--- src/rtl/hamming_decoder_rx.sv ---
// Serial Hamming(7,4) receiver: collects c1..c7, corrects any single-bit error,
// then shifts out the corrected nibble d1..d4 with a valid strobe.
module hamming_decoder_rx (
  input  logic       clk,
  input  logic       reset_n,
  input  logic       valid_in,
  input  logic       data_in,
  output logic       ready,
  output logic       data_out,
  output logic       out_valid,
  output logic       err_flag,
  output logic [2:0] syndrome,
  output logic [7:0] err_count
);

  typedef enum logic [1:0] {
    IDLE    = 2'd0,
    RECV    = 2'd1,
    CORRECT = 2'd2,
    SEND    = 2'd3
  } state_e;

  state_e     state_q;
  logic [2:0] bit_cnt_q;
  logic [6:0] cw_q;        // cw_q[0] holds c1, cw_q[6] holds c7
  logic [2:0] out_sr_q;    // d2..d4 still waiting to be shifted out
  logic [1:0] send_cnt_q;
  logic       ready_q;
  logic       data_out_q;
  logic       out_valid_q;
  logic       err_flag_q;
  logic [2:0] syndrome_q;
  logic [7:0] err_count_q;

  logic [2:0] syn_d;
  logic [7:0] flip_d;
  logic [6:0] fixed_d;
  logic [3:0] nibble_d;    // {d1, d2, d3, d4}

  // NOTE: every always_comb output gets a value on every path, so no latch is inferred.
  always_comb begin
    syn_d[0] = cw_q[0] ^ cw_q[2] ^ cw_q[4] ^ cw_q[6];
    syn_d[1] = cw_q[1] ^ cw_q[2] ^ cw_q[5] ^ cw_q[6];
    syn_d[2] = cw_q[3] ^ cw_q[4] ^ cw_q[5] ^ cw_q[6];
    // Bit 0 of the one-hot mask stands for "no error" and is dropped.
    flip_d   = 8'b1 << syn_d;
    fixed_d  = cw_q ^ flip_d[7:1];
    nibble_d = {fixed_d[2], fixed_d[4], fixed_d[5], fixed_d[6]};
  end

  // NOTE: sequential state uses non-blocking assignments only, so every register
  // samples the pre-edge values of its neighbours.
  always_ff @(posedge clk or negedge reset_n) begin
    if (!reset_n) begin
      state_q     <= IDLE;
      bit_cnt_q   <= 3'd0;
      cw_q        <= 7'd0;
      out_sr_q    <= 3'd0;
      send_cnt_q  <= 2'd0;
      ready_q     <= 1'b1;
      data_out_q  <= 1'b0;
      out_valid_q <= 1'b0;
      err_flag_q  <= 1'b0;
      syndrome_q  <= 3'd0;
      err_count_q <= 8'd0;
    end else begin
      case (state_q)
        IDLE: begin
          if (valid_in) begin
            cw_q[0]   <= data_in;
            bit_cnt_q <= 3'd1;
            state_q   <= RECV;
          end
        end

        RECV: begin
          if (valid_in) begin
            cw_q[bit_cnt_q] <= data_in;
            if (bit_cnt_q == 3'd6) begin
              bit_cnt_q <= 3'd0;
              ready_q   <= 1'b0;
              state_q   <= CORRECT;
            end else begin
              bit_cnt_q <= bit_cnt_q + 3'd1;
            end
          end
        end

        CORRECT: begin
          syndrome_q  <= syn_d;
          err_flag_q  <= |syn_d;
          if ((syn_d != 3'd0) && (err_count_q != 8'hFF)) begin
            err_count_q <= err_count_q + 8'd1;
          end
          data_out_q  <= nibble_d[3];
          out_sr_q    <= nibble_d[2:0];
          out_valid_q <= 1'b1;
          send_cnt_q  <= 2'd0;
          state_q     <= SEND;
        end

        SEND: begin
          if (send_cnt_q == 2'd3) begin
            out_valid_q <= 1'b0;
            data_out_q  <= 1'b0;
            ready_q     <= 1'b1;
            state_q     <= IDLE;
          end else begin
            data_out_q <= out_sr_q[2];
            out_sr_q   <= {out_sr_q[1:0], 1'b0};
            send_cnt_q <= send_cnt_q + 2'd1;
          end
        end

        default: state_q <= IDLE;
      endcase
    end
  end

  assign ready     = ready_q;
  assign data_out  = data_out_q;
  assign out_valid = out_valid_q;
  assign err_flag  = err_flag_q;
  assign syndrome  = syndrome_q;
  assign err_count = err_count_q;

endmodule

--- config.mk ---
export PLATFORM = sky130hd
export DESIGN_NAME = hamming_decoder_rx
export DESIGN_NICKNAME = d
export VERILOG_FILES = /design/src/rtl/hamming_decoder_rx.sv
export SDC_FILE = /design/constraint.sdc
export NUM_CORES = 1
export LEC_CHECK = 0
export BUFFER_PORTS_ARGS = -buffer_cell sky130_fd_sc_hd__buf_2
export CORE_MARGIN = 2
export CORE_UTILIZATION = 54
export CTS_BUF_LIST = sky130_fd_sc_hd__clkbuf_4 sky130_fd_sc_hd__clkbuf_8
export DETAILED_ROUTE_END_ITERATION = 7
export PLACE_DENSITY_LB_ADDON = 0.08
export SLEW_MARGIN = 10
export SYNTH_ARGS = -nofsm -noshare
export SYNTH_HDL_FRONTEND = slang
export SYNTH_SLANG_ARGS = --single-unit
--- constraint.sdc ---
create_clock -name clk -period 2.07 [get_ports clk]
set_input_delay 0.3105 -clock clk [delete_from_list [all_inputs] [get_ports clk]]
set_output_delay 0.3105 -clock clk [all_outputs]
set_load 0.05 [all_outputs]
After elaboration in Yosys (flattened, before gate mapping)
Index checks and enable logic that the tools add are counted.
{"block": "word_totals", "output_inout_bits": 15, "in_bits": 4, "reg_bits": 32, "wordCells": 81}
{"block": "op_classes", "shift": 1, "mux": 27, "n_bitwise": 10, "eq_ne": 11, "reduce_logical": 15, "order_cmp": 2, "add_sub_neg": 3}
{"cell": "2-to-1 mux 3 bit", "count": 4}
{"cell": "case mux 3 bit (2 select lines)", "count": 2}
{"cell": "2-to-1 mux 2 bit", "count": 5}
{"cell": "!= test 2 bit, second input constant", "count": 5}
{"cell": "XOR 1 bit", "count": 9}
{"cell": "adder 8 x 1 -> 8 bit, second input constant", "count": 1}
{"cell": "2-to-1 mux 1 bit", "count": 8}
{"cell": "!= test 8 bit, second input constant", "count": 1}
{"cell": "case mux 1 bit (2 select lines)", "count": 4}
{"cell": "case mux 2 bit (4 select lines)", "count": 1}
{"cell": "AND reduction 2 bit", "count": 4}
{"cell": "AND reduction 4 bit", "count": 2}
{"cell": "left shift 1 x 3 -> 8 bit, first input constant", "count": 1}
{"cell": "bitwise mux 7 bit", "count": 1}
{"cell": "XOR 7 bit", "count": 1}
{"cell": "== test 2 bit, second input constant", "count": 3}
{"cell": "nonzero test 2 bit", "count": 3}
{"cell": "< comparator 3 x 4 -> 1 bit, second input constant", "count": 1}
{"cell": "case mux 2 bit (2 select lines)", "count": 1}
{"cell": "adder 3 x 1 -> 3 bit, second input constant", "count": 1}
{"cell": "demux 1 bit (select 3 bit)", "count": 1}
{"cell": "== test 3 bit, second input constant", "count": 1}
{"cell": "greater-or-equal comparator 3 x 1 -> 1 bit, second input constant", "count": 1}
{"cell": "AND reduction 3 bit", "count": 1}
{"cell": "other kinds (6)", "count": 7}

Logic depth before layout (Yosys ltp)
{"block": "logic_depth", "word_depth": 7, "mapped_depth": 7}

Least setup slack after synthesis
Ideal clock, no wire load.
{"block": "synth_timing", "kind": "reg-to-reg", "start": "register err_count_q[0], in the netlist err_count[0]", "end": "register err_count_q[1], in the netlist err_count[1]", "t_arrival_ns": 1.719, "n_path_buf": 0, "setup_time_ns": 0.128, "path_stages_with_launch": 6, "path_slack_ns": 0.223, "cell_sequence": "dfrtp_1 > ha_1 > nand3_1 > o21ai_0 > a31oi_4 > mux2_1"}
{"block": "synth_between", "elab_chain_cells": 3, "elab_cells_between_ends": 4}
{"item": "start: declaration", "line": "33", "source": "logic [7:0] err_count_q;"}
{"item": "start signal: assignment", "line": "93", "source": "err_count_q <= err_count_q + 8'd1;"}
{"item": "branches (longest 3 deep; another with adder 8 x 1 -> 8 bit)"}
Parallel ways; which one is timed is not known.
A chain may end at the register's enable or synchronous reset.

Worst setup path in the final report
{"block": "layout_timing", "start": "register cw_q[4]", "end": "register err_count_q[1], in the netlist err_count[1]"}
{"block": "layout_between", "elab_chain_cells": 6, "elab_cells_between_ends": 8}
{"item": "start: declaration", "line": "25", "source": "logic [6:0] cw_q;"}
{"item": "start signal: indexed assignment", "line": "78", "source": "cw_q[bit_cnt_q] <= data_in;"}
{"item": "XOR 1 bit (3 in a row)", "line": "44", "source": "syn_d[2] = cw_q[3] ^ cw_q[4] ^ cw_q[5] ^ cw_q[6];"}
{"item": "nonzero test 3 bit *", "line": "92", "source": "if ((syn_d != 3'd0) && (err_count_q != 8'hFF)) begin"}
{"item": "logical AND 1 bit *", "line": "92"}
{"item": "AND reduction 2 bit (no line) *"}
Every way passes the cells marked *; elsewhere a longest branch is shown, timed or not.

==> out/results.ini <==
[place]
numPlacedInstances = 202
place_congestion = 0.836
io_buffer_count = 18
place_area_mm2 = 0.00180
place_hpwl_um = 2200

[finish]
nFillCells = 263
fin_area_mm2 = 0.00187
final_cells = 210
diodes = 0
area_growth_pct = 11.1
finalNetCount = 186
seq_area_um2 = 802
multi_input_area_um2 = 848
drive_above_1_share_pct = 23.2

[route]
vias_per_cell = 5.74
route.vias.total = 1206
first_iter_violations = 55
routed_wl_um = 3080
wl_per_cell_um = 14.6
final_antenna_net_count = 0
drc = 0
first_pass_iters = 4

[floorplan]
initial_utilization_pct = 56.1
dieArea_mm2 = 0.00358
die_w_um = 59.8
die_h_um = 59.8
core_area_mm2 = 0.00300
boundaryPins = 19
rows = 20

[outcome]
status = finished, final reports clean

[global_route]
antenna_found_initial = 0
grt_pass1_wl_um = 5220
track_usage_pct = 20.3
grt_pass1_vias = 1147
overflow = 0
grt_max_degree = 33

[synthesis]
synth-seq-cells = 32
netlist_top_cells_area = dfrtp_1 46%, mux2_2 6.0%, xnor2_1 5.2%, ha_1 4.5%, o21ai_0 3.3%
ys_seq_area_share_pct = 47.6
synth_nets = 165
syn-cell-area_mm2 = 0.00168
yosysWarnings = 0
synth.avg_cell_area_um2 = 10.9
yosys.area.top_type = dfrtp_1
syn_inst = 155
yosysUniqueCellTypes = 32
synth.top_cell.area_share_pct = 46.1

[sta]
min_period_ns = 1.85
slew_viol_final = 0
setup_viol = 0
max_slew.worst_pin.slew_ns = 0.705
hold_viol = 0
skew_ns = 0.00452
rsz0062_at_grt = false
period_share_pct = 89.3
fmaxAchievable_mhz = 541
slew_headroom_pct = 53.0
whs_ns = 0.00977
fin_tns_setup_ns = 0

[setup_path]
critPathCaptureType = register
r2r_end = err_count[1]
rrSetupSlack_ns = 0.22
critical_path_required_ns = 2.30
r2r_cells = 4
cp.arrival_ns = 2.08
reg2reg_from = cw_q[4]
critPathLaunchType = register
worstPathMaxFanout = 8
crit_type = reg2reg

[clocking]
cts_tree = done
cts_hold_buf = 0
clk_latency_ns = 0.34
clk_pin_slew_ns = 0.10
cts-root-buf = clkbuf_4
cts.sinks = 32
post-cts-setup-buffers = 0
cts_buffers = 5
cts_resized = 0
cts_buffer_depth = 2
htree_levels = 2

[worst_hold_path]
hold_path.class = in2async

[flow_run]
drv_cap = 0

-- worst max-delay path, stage by stage (launching register included) --
cell	delay [ns]
dfrtp_1	0.45
xnor3_1	0.42
xor2_1	0.33
a31oi_4	0.21
mux2_1	0.34
-- sequential cells by signal, indices dropped and copies added, names as in the netlist --
register,flops
ready,1
send_cnt_q,2
cw_q,7
state_q,2
syndrome,3
err_count,8
data_out,1
bit_cnt_q,3
out_valid,1
err_flag,1
out_sr_q,3
-- cell families after synthesis --
logic type	count (synthesis)	share of synthesized area, %
buffers and inverters	9	2.01
flip-flops	32	47.6
adder cells (fa/ha/maj)	6	4.46
AO/OA/AOI/OAI	28	11.2
multiplexers	14	9.06
AND/OR/NAND/NOR	47	13.6
XOR/XNOR	19	12.0
-- per-stage QoR --
step | setup WS, ns | util [%]
final | 0.221 | 62.3
after global routing | 0.0961 | 62.3
after CTS | 0.212 | 62.3
after detailed placement | 0.227 | 60.1
after global placement | 0.282 | 60.1
after floorplan | 0.223 | -
-- metal layers --
metal	share of wire, %	global-route usage, %	up-vias
met4	1.8	7.62	0
met5	0	0	-
met2	46	30.7	24
li1	-	-	589
met1	47	26.4	586
met3	5.4	7.79	7
-- layout by cell type (no fill, tap or decap), types with 4 or more instances in the layout --
cell type / n
dfrtp_1: 31
inv_1: 4
nor2_1: 11
mux2i_1: 4
a21oi_1: 7
xor2_1: 5
nand2_1: 13
o21ai_0: 11
nor3_1: 5
ha_1: 6
clkbuf_4: 7
xnor2_1: 10
nand4_1: 5
buf_2: 18
mux2_2: 9
-- how the worst max path moves through the flow --
| stage | endpoint | slack (ns) | depth (start not counted) | startpoint |
|---|---|---|---|---|
| 2_1_floorplan | err_count[1] | 0.22 | 5 | err_count[0] |
| 3_5_place_dp | err_count[1] | 0.23 | 4 | cw_q[4] |
| 5_1_grt | err_count[1] | 0.1 | 4 | cw_q[4] |
| 6_report | err_count[1] | 0.22 | 4 | cw_q[4] |
| 4_1_cts | err_count[1] | 0.21 | 4 | cw_q[4] |
| 3_3_place_gp | err_count[1] | 0.28 | 4 | cw_q[4] |
-- cell usage after synthesis --
cell	count
a21oi_1	7
ha_1	6
and3_1	3
inv_1	4
dfrtp_1	31
nand2b_1	2
mux2_1	1
mux2i_1	4
o31a_1	1
nor2_1	11
o21ai_0	11
xnor3_1	1
nand3_1	3
and3b_1	1
o221ai_1	2
xor2_1	5
nand2_1	13
xnor2_1	10
nor2b_1	2
dfstp_2	1
a32oi_1	1
xnor2_2	3
nor3_1	5
nand3b_1	2
nand4_1	5
mux2_2	9
a41oi_1	1
a21o_1	1
o2bb2ai_1	1
clkbuf_1	5
a22o_1	2
a31oi_4	1
-- layout make-up --
cell class	instances	area share [%]
tap	33	2.21
timing repair buffer	19	5.22
inverter	4	0.803
clock buffer	8	3.55
multi-input combinational	114	45.4
sequential	32	42.9
Power is left out: the tool's default activity adds up to more than one toggle a clock period on the data nets, which glitch-free logic cannot reach.
